**config.mk**
```make
export PLATFORM = sky130hd
export DESIGN_NAME = spi_reg_bridge_flat
export DESIGN_NICKNAME = d
export VERILOG_FILES = /design/src/rtl/spi_bridge_pkg.sv /design/src/rtl/spi_reg_bridge_if.sv /design/src/rtl/cs_gap_timer.sv /design/src/rtl/spi_reg_bridge.sv /design/src/flat_wrapper.sv
export SDC_FILE = /design/constraint.sdc
export NUM_CORES = 1
export LEC_CHECK = 0
export ABC_AREA = 0
export CAP_MARGIN = 20
export CORE_MARGIN = 2
export CORE_UTILIZATION = 45
export CTS_BUF_LIST = sky130_fd_sc_hd__clkbuf_8
export CTS_CLUSTER_SIZE = 10
export DETAILED_ROUTE_END_ITERATION = 8
export GPL_ROUTABILITY_DRIVEN = 0
export PLACE_DENSITY_LB_ADDON = 0.3
export SLEW_MARGIN = 30
export SYNTH_ARGS = -nofsm -noshare
export SYNTH_HDL_FRONTEND = slang
export SYNTH_SLANG_ARGS = --single-unit
```
**constraint.sdc**
```tcl
create_clock -name clk -period 1.8 [get_ports clk]
set_clock_uncertainty 0.2 [all_clocks]
set_input_delay 0.36 -clock clk [delete_from_list [all_inputs] [get_ports clk]]
set_output_delay 0.36 -clock clk [all_outputs]
set_load 0.05 [all_outputs]
```
**src/rtl/spi_bridge_pkg.sv**
```systemverilog
// Shared types and constants for the SPI byte-stream to register-bus bridge.
// Imported by the bridge top and its testbench.
package spi_bridge_pkg;

    typedef enum logic [2:0] {
        IDLE,
        CAPTURE,
        RD_REQ,
        RD_WAIT,
        LOAD
    } state_t;

    localparam int         CMD_RW_BIT = 7;
    localparam logic [7:0] REPLY_FILL = 8'h00;

endpackage

```
**src/rtl/spi_reg_bridge_if.sv**
```systemverilog
// Register-bus bundle between the SPI bridge (master) and the register file.
// Read data is valid the cycle after reg_re.
interface spi_reg_bridge_if #(
    parameter int ADDR_W = 7
);

    logic [ADDR_W-1:0] reg_addr;
    logic [7:0]        reg_wdata;
    logic              reg_we;
    logic              reg_re;
    logic [7:0]        reg_rdata;

    modport master (
        output reg_addr, reg_wdata, reg_we, reg_re,
        input  reg_rdata
    );

    modport slave (
        input  reg_addr, reg_wdata, reg_we, reg_re,
        output reg_rdata
    );

endinterface

```
**src/rtl/cs_gap_timer.sv**
```systemverilog
// Counts cs-high cycles while a burst is open; pulses timeout to close it.
// The counter clears on any cs-low cycle and returns to zero on timeout.
module cs_gap_timer #(
    parameter int GAP_TIMEOUT = 1024
) (
    input  logic clk,
    input  logic rst_n,
    input  logic cs,
    input  logic in_txn,
    output logic timeout
);

    localparam int            CW   = $clog2(GAP_TIMEOUT + 1);
    localparam logic [CW-1:0] LAST = CW'(GAP_TIMEOUT - 1);

    logic [CW-1:0] cnt;

    assign timeout = cs && in_txn && (cnt == LAST);

    always_ff @(posedge clk or negedge rst_n) begin
        if (!rst_n) begin
            cnt <= '0;
        end else if (!cs || timeout) begin
            cnt <= '0;
        end else if (in_txn) begin
            cnt <= cnt + 1'b1;
        end
    end

endmodule

```
**src/rtl/spi_reg_bridge.sv**
```systemverilog
// Turns SPI slave bytes (command + auto-incrementing burst) into register
// bus reads/writes and queues one reply byte per received byte.
module spi_reg_bridge
    import spi_bridge_pkg::*;
#(
    parameter int ADDR_W      = 7,
    parameter int GAP_TIMEOUT = 1024
) (
    input  logic       clk,
    input  logic       rst_n,
    input  logic       cs,
    input  logic [7:0] spi_rx,
    output logic [7:0] spi_tx,
    output logic       spi_tx_load,
    output logic       busy,
    output logic       err_late,
    spi_reg_bridge_if.master rbus
);

    state_t            state;
    logic              cs_d;
    logic              in_txn;
    logic              rw;
    logic [ADDR_W-1:0] addr;
    logic              timeout;
    logic              cs_rise;

    assign cs_rise = !cs_d && cs;
    assign busy    = in_txn;

    cs_gap_timer #(
        .GAP_TIMEOUT(GAP_TIMEOUT)
    ) u_gap (
        .clk    (clk),
        .rst_n  (rst_n),
        .cs     (cs),
        .in_txn (in_txn),
        .timeout(timeout)
    );

    always_ff @(posedge clk or negedge rst_n) begin
        if (!rst_n) begin
            state          <= IDLE;
            cs_d           <= 1'b1;
            in_txn         <= 1'b0;
            rw             <= 1'b0;
            addr           <= '0;
            spi_tx         <= 8'h00;
            spi_tx_load    <= 1'b0;
            err_late       <= 1'b0;
            rbus.reg_addr  <= '0;
            rbus.reg_wdata <= 8'h00;
            rbus.reg_we    <= 1'b0;
            rbus.reg_re    <= 1'b0;
        end else begin
            cs_d        <= cs;
            spi_tx_load <= 1'b0;
            err_late    <= 1'b0;
            rbus.reg_we <= 1'b0;
            rbus.reg_re <= 1'b0;
            if (timeout) in_txn <= 1'b0;

            unique case (state)
                IDLE: begin
                    if (cs_rise) state <= CAPTURE;
                end
                CAPTURE: begin
                    if (!in_txn) begin
                        rw     <= spi_rx[CMD_RW_BIT];
                        addr   <= spi_rx[ADDR_W-1:0];
                        in_txn <= 1'b1;
                        state  <= spi_rx[CMD_RW_BIT] ? LOAD : RD_REQ;
                    end else if (rw) begin
                        rbus.reg_we    <= 1'b1;
                        rbus.reg_addr  <= addr;
                        rbus.reg_wdata <= spi_rx;
                        addr           <= addr + 1'b1;
                        state          <= LOAD;
                    end else begin
                        // Dummy byte of a read burst: prefetch the next reg.
                        addr  <= addr + 1'b1;
                        state <= RD_REQ;
                    end
                end
                RD_REQ: begin
                    rbus.reg_re   <= 1'b1;
                    rbus.reg_addr <= addr;
                    state         <= RD_WAIT;
                end
                RD_WAIT: begin
                    state <= LOAD;
                end
                LOAD: begin
                    if (cs) begin
                        spi_tx_load <= 1'b1;
                        spi_tx      <= rw ? REPLY_FILL : rbus.reg_rdata;
                    end else begin
                        err_late <= 1'b1;
                    end
                    state <= IDLE;
                end
                default: state <= IDLE;
            endcase
        end
    end

endmodule

```
**src/flat_wrapper.sv**
```systemverilog
// flat-port wrapper written by rule: the top's interface ports become plain ports
module spi_reg_bridge_flat import spi_bridge_pkg::*;
#(
    parameter int ADDR_W      = 7,
    parameter int GAP_TIMEOUT = 1024
)
  (clk, rst_n, cs, spi_rx, spi_tx, spi_tx_load, busy, err_late, rbus_reg_addr, rbus_reg_wdata, rbus_reg_we, rbus_reg_re, rbus_reg_rdata);
  spi_reg_bridge_if #(.ADDR_W(ADDR_W)) rbus_i ();
  input  logic clk;
  input  logic rst_n;
  input  logic cs;
  input  logic [7:0] spi_rx;
  output logic [7:0] spi_tx;
  output logic spi_tx_load;
  output logic busy;
  output logic err_late;
  output wire logic [$bits(rbus_i.reg_addr)-1:0] rbus_reg_addr;
  output wire logic [$bits(rbus_i.reg_wdata)-1:0] rbus_reg_wdata;
  output wire logic [$bits(rbus_i.reg_we)-1:0] rbus_reg_we;
  output wire logic [$bits(rbus_i.reg_re)-1:0] rbus_reg_re;
  input wire logic [$bits(rbus_i.reg_rdata)-1:0] rbus_reg_rdata;
  assign rbus_reg_addr = rbus_i.reg_addr;
  assign rbus_reg_wdata = rbus_i.reg_wdata;
  assign rbus_reg_we = rbus_i.reg_we;
  assign rbus_reg_re = rbus_i.reg_re;
  assign rbus_i.reg_rdata = rbus_reg_rdata;
  spi_reg_bridge #(.ADDR_W(ADDR_W), .GAP_TIMEOUT(GAP_TIMEOUT)) u_core (.clk(clk), .rst_n(rst_n), .cs(cs), .spi_rx(spi_rx), .spi_tx(spi_tx), .spi_tx_load(spi_tx_load), .busy(busy), .err_late(err_late), .rbus(rbus_i));
endmodule
```
==> results.yml, run 1 <==
worst_setup_path:
  critical_path.cell_chain: "buf_6, buf_12"
  launching_element_type_of_the_critical_path: "flop"
  worst-endpoint-arrival_ns: 1.13
  critical_path.slowest_cell: "sky130_fd_sc_hd__dfrtp_2"
  critical_path.reg2reg.endpoint: "u_core.rbus.reg_wdata[1]"
  r2r-start: "u_core.state[0]"
  worst_path_largest_cell_delay_ns: 0.46
  worst_setup_path_end_kind: "output port"
  family_with_the_most_delay_on_the_worst_path: "flip-flops"
  worst-endpoint-required_ns: 1.24
  timing_worst_setup_path_type: "flop to output port"
  worst-path-max-fanout: 19
  crit_buf_inv: 2
  ff2ff_path_depth: 4
  register_to_register_setup_slack_ns: 0.12
logic_synthesis:
  seq_area_frac_synth_pct: 54.98
  ys_warn_count: 0
  synth-edff-count: 0
  synth_top_cell_by_area: "sky130_fd_sc_hd__dfrtp_1"
  synth_area_per_cell_sq_um: 10.96
  ys_top_cells_by_count: "50 x sky130_fd_sc_hd__dfrtp_1, 20 x sky130_fd_sc_hd__nand2_1, 17 x sky130_fd_sc_hd__o21ai_0"
  synth_flop_type: "sky130_fd_sc_hd__dfrtp_1"
  async_flop_share_pct: 100.0
  synthesis.area_sq_um: 2323
  synth.area.top_cells: "sky130_fd_sc_hd__dfrtp_1 54%, sky130_fd_sc_hd__mux2_2 7.3%, sky130_fd_sc_hd__nand2b_1 4.0%"
  yosys.area.top_type_share_pct: 53.85
  net_count_after_synthesis: 233
  syn_inst: 212
  synth_most_common_cell: "sky130_fd_sc_hd__dfrtp_1"
  synth.ff_latch_count: 51
  synth_cell_type_count: 42
route:
  route.detailed.wl_per_inst_um: 13.70
  viasPerCell: 5.148
  post-route-drc-count: 0
  tritonroute_pass_1_iters: 5
  routed_wirelength_um: 4713
  total_number_of_vias: 1771
  final_antenna_net_count: 0
  drtIter0Drc: 109
cells_and_area:
  finished_layout_cell_area_sq_um: 3333
  post_route_cells_drive_above_1_share_pct: 28.47
  insertedDiodeCount: 0
  area_delta_synth_final_pct: 43.46
  finalNonFillerCells: 344
  final_net_count: 294
cts:
  cts_buffers: 5
  ctsHtreeMaxLevel: 2
  cts_setup_buffers: 0
  insertion_delay_ns: 0.30
  cts_sinks: 51
  cts_root_buffer: "sky130_fd_sc_hd__clkbuf_8"
  cts-root-to-sink-buffers: 2
  clk_pin_slew_ns: 0.09
  cts_tree: "yes"
sta:
  hold_viol_final: 0
  post-route-period-util_pct: 93.77
  holdWs_ns: 0.2950
  tns_ns: 0
  layout_setup_ws_ns: 0.1122
  finalSetupViolCount: 0
  drv_slew: 0
  max-slew-margin-rel_pct: 75.45
  unrepaired_setup_endpoints_after_global_routing: "no"
  time_the_final_worst_path_needs_with_i_o_delays_and_setup_ns: 1.688
  max_clock_freq_ghz: 0.5925
  tightest_slew_ns: 0.3649
global_routing:
  grt_overflow: 0
  grt_use_total_pct: 18.66
  grt_pass1_vias: 1731
  grt_start_max_net_pins: 52
  grt_pass1_wl_um: 8031
  grt_antenna_before_repair: 0
floorplan:
  fp.dieH_um: 75.86
  floorplan.rows: 26
  placeableCoreArea_sq_um: 5042
  floorplan.io_pins: 47
  initial_core_util_pct: 46.08
  chipWidth_um: 75.86
  die-area_sq_um: 5754
power:
  power-per-cell-area_nw_per_um2: 1711
  p_leak_uw: 0.001443
  vdd_ir_drop_max_mv: 0.8740
min_path:
  timing.hold.worst_path_depth: 2
  holdPathEnd: "u_core.spi_tx[4]"
  path_class_of_the_lowest_slack_min_delay_path: "flop to flop"
  min_from: "u_core.spi_tx[4]"
run:
  max-cap-violations: 0
placement:
  dpl_worst_slack_ns: -0.1426
  post-place-cells: 335
  dpl.hpwl_um: 3337
  place_area_sq_um: 3209
  count_of_port_buffers_added_during_placement: 46
outcome:
  status: "complete, no violations"
worst max-delay path by stage:
| stage | from | to | slack (ns) | cells past startpoint |
|---|---|---|---|---|
| after CTS | u_core.busy | busy | 0.04 | 2 |
| after floorplan | u_core.state[2] | u_core.addr[6] | 0.07 | 6 |
| after global placement | cs | u_core.u_gap.cnt[3] | -0.12 | 5 |
| after detailed placement | cs | u_core.u_gap.cnt[7] | -0.14 | 5 |
| final | u_core.busy | busy | 0.11 | 2 |
| after global routing | u_core.state[0] | u_core.addr[3] | 0.006 | 5 |
cell type report:
type,instances,area [sq um]
clock buffers,7,96.34
clock inverters,1,3.754
fillers,386,1709
inverters,3,11.26
multi-input cells,148,977.2
flip-flops and latches,51,1280
well taps,70,87.58
repair buffers,64,877.1
worst reg2reg max path, cell delays in order, from the launching register on:
cell                       delay (ns)
sky130_fd_sc_hd__dfrtp_1         0.50
sky130_fd_sc_hd__nand2b_1        0.17
sky130_fd_sc_hd__nor3_4          0.22
sky130_fd_sc_hd__buf_12          0.15
sky130_fd_sc_hd__mux2_2          0.34
registers in the layout, indices dropped and copies added (netlist names):
register	cells
u_core.spi_tx	8
u_core.rbus.reg_re	1
u_core.spi_tx_load	1
u_core.u_gap.cnt	11
u_core.rbus.reg_addr	7
u_core.busy	1
u_core.state	3
u_core.rw	1
u_core.rbus.reg_wdata	8
u_core.addr	7
u_core.err_late	1
u_core.rbus.reg_we	1
u_core.cs_d	1
power breakdown:
part | internal (uW) | switching, uW | leakage, uW
combinational | 1530 | 1520 | 0.000748
clock | 346 | 357 | 0.0000557
sequential | 1530 | 422 | 0.000640
total | 3400 | 2300 | 0.00144
through the flow:
stage / util [%] / total power [uW]
3_5_place_dp: 63.65 / 5043
6_report: 66.10 / 5704
2_1_floorplan: - / 3526
5_1_grt: 66.10 / 6043
4_1_cts: 65.83 / 5761
3_3_place_gp: 63.65 / 4976
cell usage in the layout (no fill, tap or decap), types with 5 or more instances in the layout:
cell                               n
sky130_fd_sc_hd__xnor2_1           5
sky130_fd_sc_hd__buf_4            16
sky130_fd_sc_hd__buf_12           28
sky130_fd_sc_hd__mux2_2           15
sky130_fd_sc_hd__nand3_1          11
sky130_fd_sc_hd__a21oi_1           8
sky130_fd_sc_hd__nand2_1          20
sky130_fd_sc_hd__clkbuf_8          7
sky130_fd_sc_hd__clkdlybuf4s50_1  17
sky130_fd_sc_hd__nand2b_1         14
sky130_fd_sc_hd__dfrtp_1          48
sky130_fd_sc_hd__nor2_1           12
sky130_fd_sc_hd__o21ai_0          17
cell families after synthesis:
group | after synthesis | synth area share, %
adders and majority gates | 2 | 1.077
DFF | 51 | 54.98
AOI/OAI and AO/OA | 37 | 9.478
and+or+nand+nor | 84 | 19.93
xor gates and xnor gates | 7 | 2.639
muxes | 18 | 8.562
buffers and inverters | 13 | 3.339
what timing repair did:
action / 4_1_cts / 5_1_grt
hold endpoints to repair: 50 / 0
hold buffers: 1 / 0
gates resized for setup: 0 / 4
setup endpoints to repair: 0 / 7
metal layers:
metal / share of wire, % / vias up / global-route usage (%)
met5: 0 / - / 0
met4: 1.1 / 0 / 5.263
li1: - / 862 / -
met3: 3.8 / 8 / 5.556
met1: 45 / 856 / 26.01
met2: 50 / 45 / 28.45
No activity file was read; power rests on OpenSTA's default activity.
==> run 2, diff against run 1 <==
--- a/config.mk
+++ b/config.mk
@@ -5,7 +5,6 @@
 export SDC_FILE = /design/constraint.sdc
 export NUM_CORES = 1
 export LEC_CHECK = 0
-export ABC_AREA = 0
 export CAP_MARGIN = 20
 export CORE_MARGIN = 2
 export CORE_UTILIZATION = 45
@@ -14,7 +13,7 @@
 export DETAILED_ROUTE_END_ITERATION = 8
 export GPL_ROUTABILITY_DRIVEN = 0
 export PLACE_DENSITY_LB_ADDON = 0.3
-export SLEW_MARGIN = 30
+export SLEW_MARGIN = 20
 export SYNTH_ARGS = -nofsm -noshare
 export SYNTH_HDL_FRONTEND = slang
 export SYNTH_SLANG_ARGS = --single-unit
==> constraint.sdc (replaced) <==
create_clock -name clk -period 1.8 [get_ports clk]
set_clock_uncertainty 0.2 [all_clocks]
set_input_delay 0.36 -clock clk [delete_from_list [all_inputs] [get_ports clk]]
set_output_delay 0.36 -clock clk [all_outputs]
set_load 0.005 [all_outputs]
==> results.yml, run 2 (synthesized netlist as in run 1, its figures left out) <==
floorplan:
  floorplan.io_pins: 47
  chipWidth_um: 75.86
  floorplan.rows: 26
  initial_core_util_pct: 46.08
  fp.dieH_um: 75.86
  placeableCoreArea_sq_um: 5042
  die-area_sq_um: 5754
worst_setup_path:
  worst-endpoint-required_ns: 1.24
  register_to_register_setup_slack_ns: 0.13
  critical_path.slowest_cell: "sky130_fd_sc_hd__clkdlybuf4s50_1"
  worst_setup_path_end_kind: "output port"
  worst-endpoint-arrival_ns: 1.17
  worst_path_largest_cell_delay_ns: 0.50
  family_with_the_most_delay_on_the_worst_path: "buffers and inverters"
  startpoint: "u_core.busy"
  r2r-start: "u_core.state[1]"
  timing_worst_setup_path_type: "flop to output port"
  critical_path.cell_chain: "clkdlybuf4s50_1"
  worst-path-max-fanout: 2
  ff2ff_path_depth: 4
  crit_buf_inv: 1
  launching_element_type_of_the_critical_path: "flop"
  critical_path.reg2reg.endpoint: "u_core.rbus.reg_addr[4]"
global_routing:
  grt_overflow: 0
  grt_use_total_pct: 18.17
  grt_start_max_net_pins: 52
  grt_pass1_wl_um: 7845
  grt_pass1_vias: 1643
  grt_antenna_before_repair: 0
cells_and_area:
  fillCellCount: 436
  final-seq-area_sq_um: 1280
  layout.cells.most_common_list: "48 x sky130_fd_sc_hd__dfrtp_1, 44 x sky130_fd_sc_hd__clkdlybuf4s50_1, 20 x sky130_fd_sc_hd__nand2_1"
  post_route_cells_drive_above_1_share_pct: 19.20
  area_delta_synth_final_pct: 34.36
  insertedDiodeCount: 0
  top_regs: "u_core.u_gap.cnt x11, u_core.rbus.reg_wdata x8, u_core.spi_tx x8"
  multi_input_comb_area_sq_um: 977.2
  finalNonFillerCells: 346
  final_core_utilization_pct: 61.91
  final_net_count: 296
  flip_flop_count_of_the_largest_register_after_layout: 11
  finished_layout_cell_area_sq_um: 3122
  commonest_non_fill_non_tap_cell_in_the_layout: "sky130_fd_sc_hd__dfrtp_1"
  registers.top_by_ff_count: "u_core.u_gap.cnt"
route:
  viasPerCell: 5.136
  route.detailed.wl_per_inst_um: 13.67
  final_antenna_net_count: 0
  drtIter0Drc: 114
  total_number_of_vias: 1777
  tritonroute_pass_1_iters: 4
  routed_wirelength_um: 4731
  post-route-drc-count: 0
sta:
  max-slew-margin-rel_pct: 76.31
  finalSetupViolCount: 0
  time_the_final_worst_path_needs_with_i_o_delays_and_setup_ns: 1.734
  unrepaired_setup_endpoints_after_global_routing: "no"
  hold_viol_final: 0
  post-route-period-util_pct: 96.36
  tightest_slew_ns: 0.3504
  drv_slew: 0
  max_clock_freq_ghz: 0.5766
cts:
  cts_sinks: 51
  cts_tree: "yes"
  cts-root-to-sink-buffers: 2
  insertion_delay_ns: 0.30
  ctsHtreeMaxLevel: 2
  cts_root_buffer: "sky130_fd_sc_hd__clkbuf_8"
  cts_buffers: 5
  clk_pin_slew_ns: 0.09
min_path:
  holdPathEnd: "u_core.spi_tx[1]"
  min_from: "u_core.spi_tx[1]"
  path_class_of_the_lowest_slack_min_delay_path: "flop to flop"
  timing.hold.worst_path_depth: 2
placement:
  post-place-cells: 336
  dpl.hpwl_um: 3279
  count_of_port_buffers_added_during_placement: 46
  place_area_sq_um: 2973
power:
  p_total_uw: 4278
  p_leak_uw: 0.001327
  vdd_ir_drop_max_mv: 0.6021
  power-per-cell-area_nw_per_um2: 1370
outcome:
  status: "complete, no violations"
run:
  max-cap-violations: 0
==> run 2: how the worst max path moves through the flow <==
stage	depth (start not counted)	to	slack (ns)
floorplan	6	u_core.addr[6]	0.07
global placement	5	u_core.u_gap.cnt[5]	-0.08
detailed placement	5	u_core.u_gap.cnt[6]	-0.18
CTS	1	spi_tx[5]	0.05
global route	1	rbus_reg_addr[4]	0.005
finish	1	busy	0.07
==> run 2: area by class of cell <==
cell class	instances	area share (%)
Clock buffer	6	2.645
Clock inverter	2	1.122
Inverter	3	0.3607
Multi-Input combinational cell	148	31.30
Sequential cell	51	41.00
Tap cell	70	2.806
Timing Repair Buffer	66	20.76
==> run 2: per-stage QoR <==
| stage | setup slack (ns) | hold WS (ns) | setup TNS, ns |
|---|---|---|---|
| 6_report | 0.06557 | 0.2808 | 0 |
| 4_1_cts | 0.05161 | 0.2905 | 0 |
| 2_1_floorplan | 0.07337 | -0.1356 | 0 |
| 3_3_place_gp | -0.07639 | 0.1695 | -0.5829 |
| 5_1_grt | 0.004763 | 0.3223 | 0 |
| 3_5_place_dp | -0.1793 | 0.1744 | -1.616 |
==> run 2: per-layer routing <==
layer	wire (um)	global-route usage (%)	up-vias
li1	-	-	868
met5	0	0	-
met2	2273	28.07	47
met1	2148	25.51	853
met4	65	5.848	0
met3	242	4.101	9
==> run 2: power breakdown <==
group	internal (uW)	switching, uW	leakage [uW]
clock network	450	369	0.0000612
logic	1040	608	0.000626
registers	1520	287	0.000640
==> run 2: what timing repair did <==
action / CTS / global route
resized for setup: 1 / 4
cloned: 0 / 0
endpoints found under the setup margin: 1 / 8
setup buffers: 1 / 0
hold buffers: 1 / 0
pin swaps: 0 / 0
endpoints found under the hold margin: 50 / 0
==> run 3, diff against run 2 <==
--- a/config.mk
+++ b/config.mk
@@ -9,11 +9,10 @@
 export CORE_MARGIN = 2
 export CORE_UTILIZATION = 45
 export CTS_BUF_LIST = sky130_fd_sc_hd__clkbuf_8
-export CTS_CLUSTER_SIZE = 10
 export DETAILED_ROUTE_END_ITERATION = 8
 export GPL_ROUTABILITY_DRIVEN = 0
 export PLACE_DENSITY_LB_ADDON = 0.3
-export SLEW_MARGIN = 20
+export SLEW_MARGIN = 0
 export SYNTH_ARGS = -nofsm -noshare
 export SYNTH_HDL_FRONTEND = slang
 export SYNTH_SLANG_ARGS = --single-unit
==> results of run 3 <==
Final layout, timing and power as in run 2 (identical DEF).
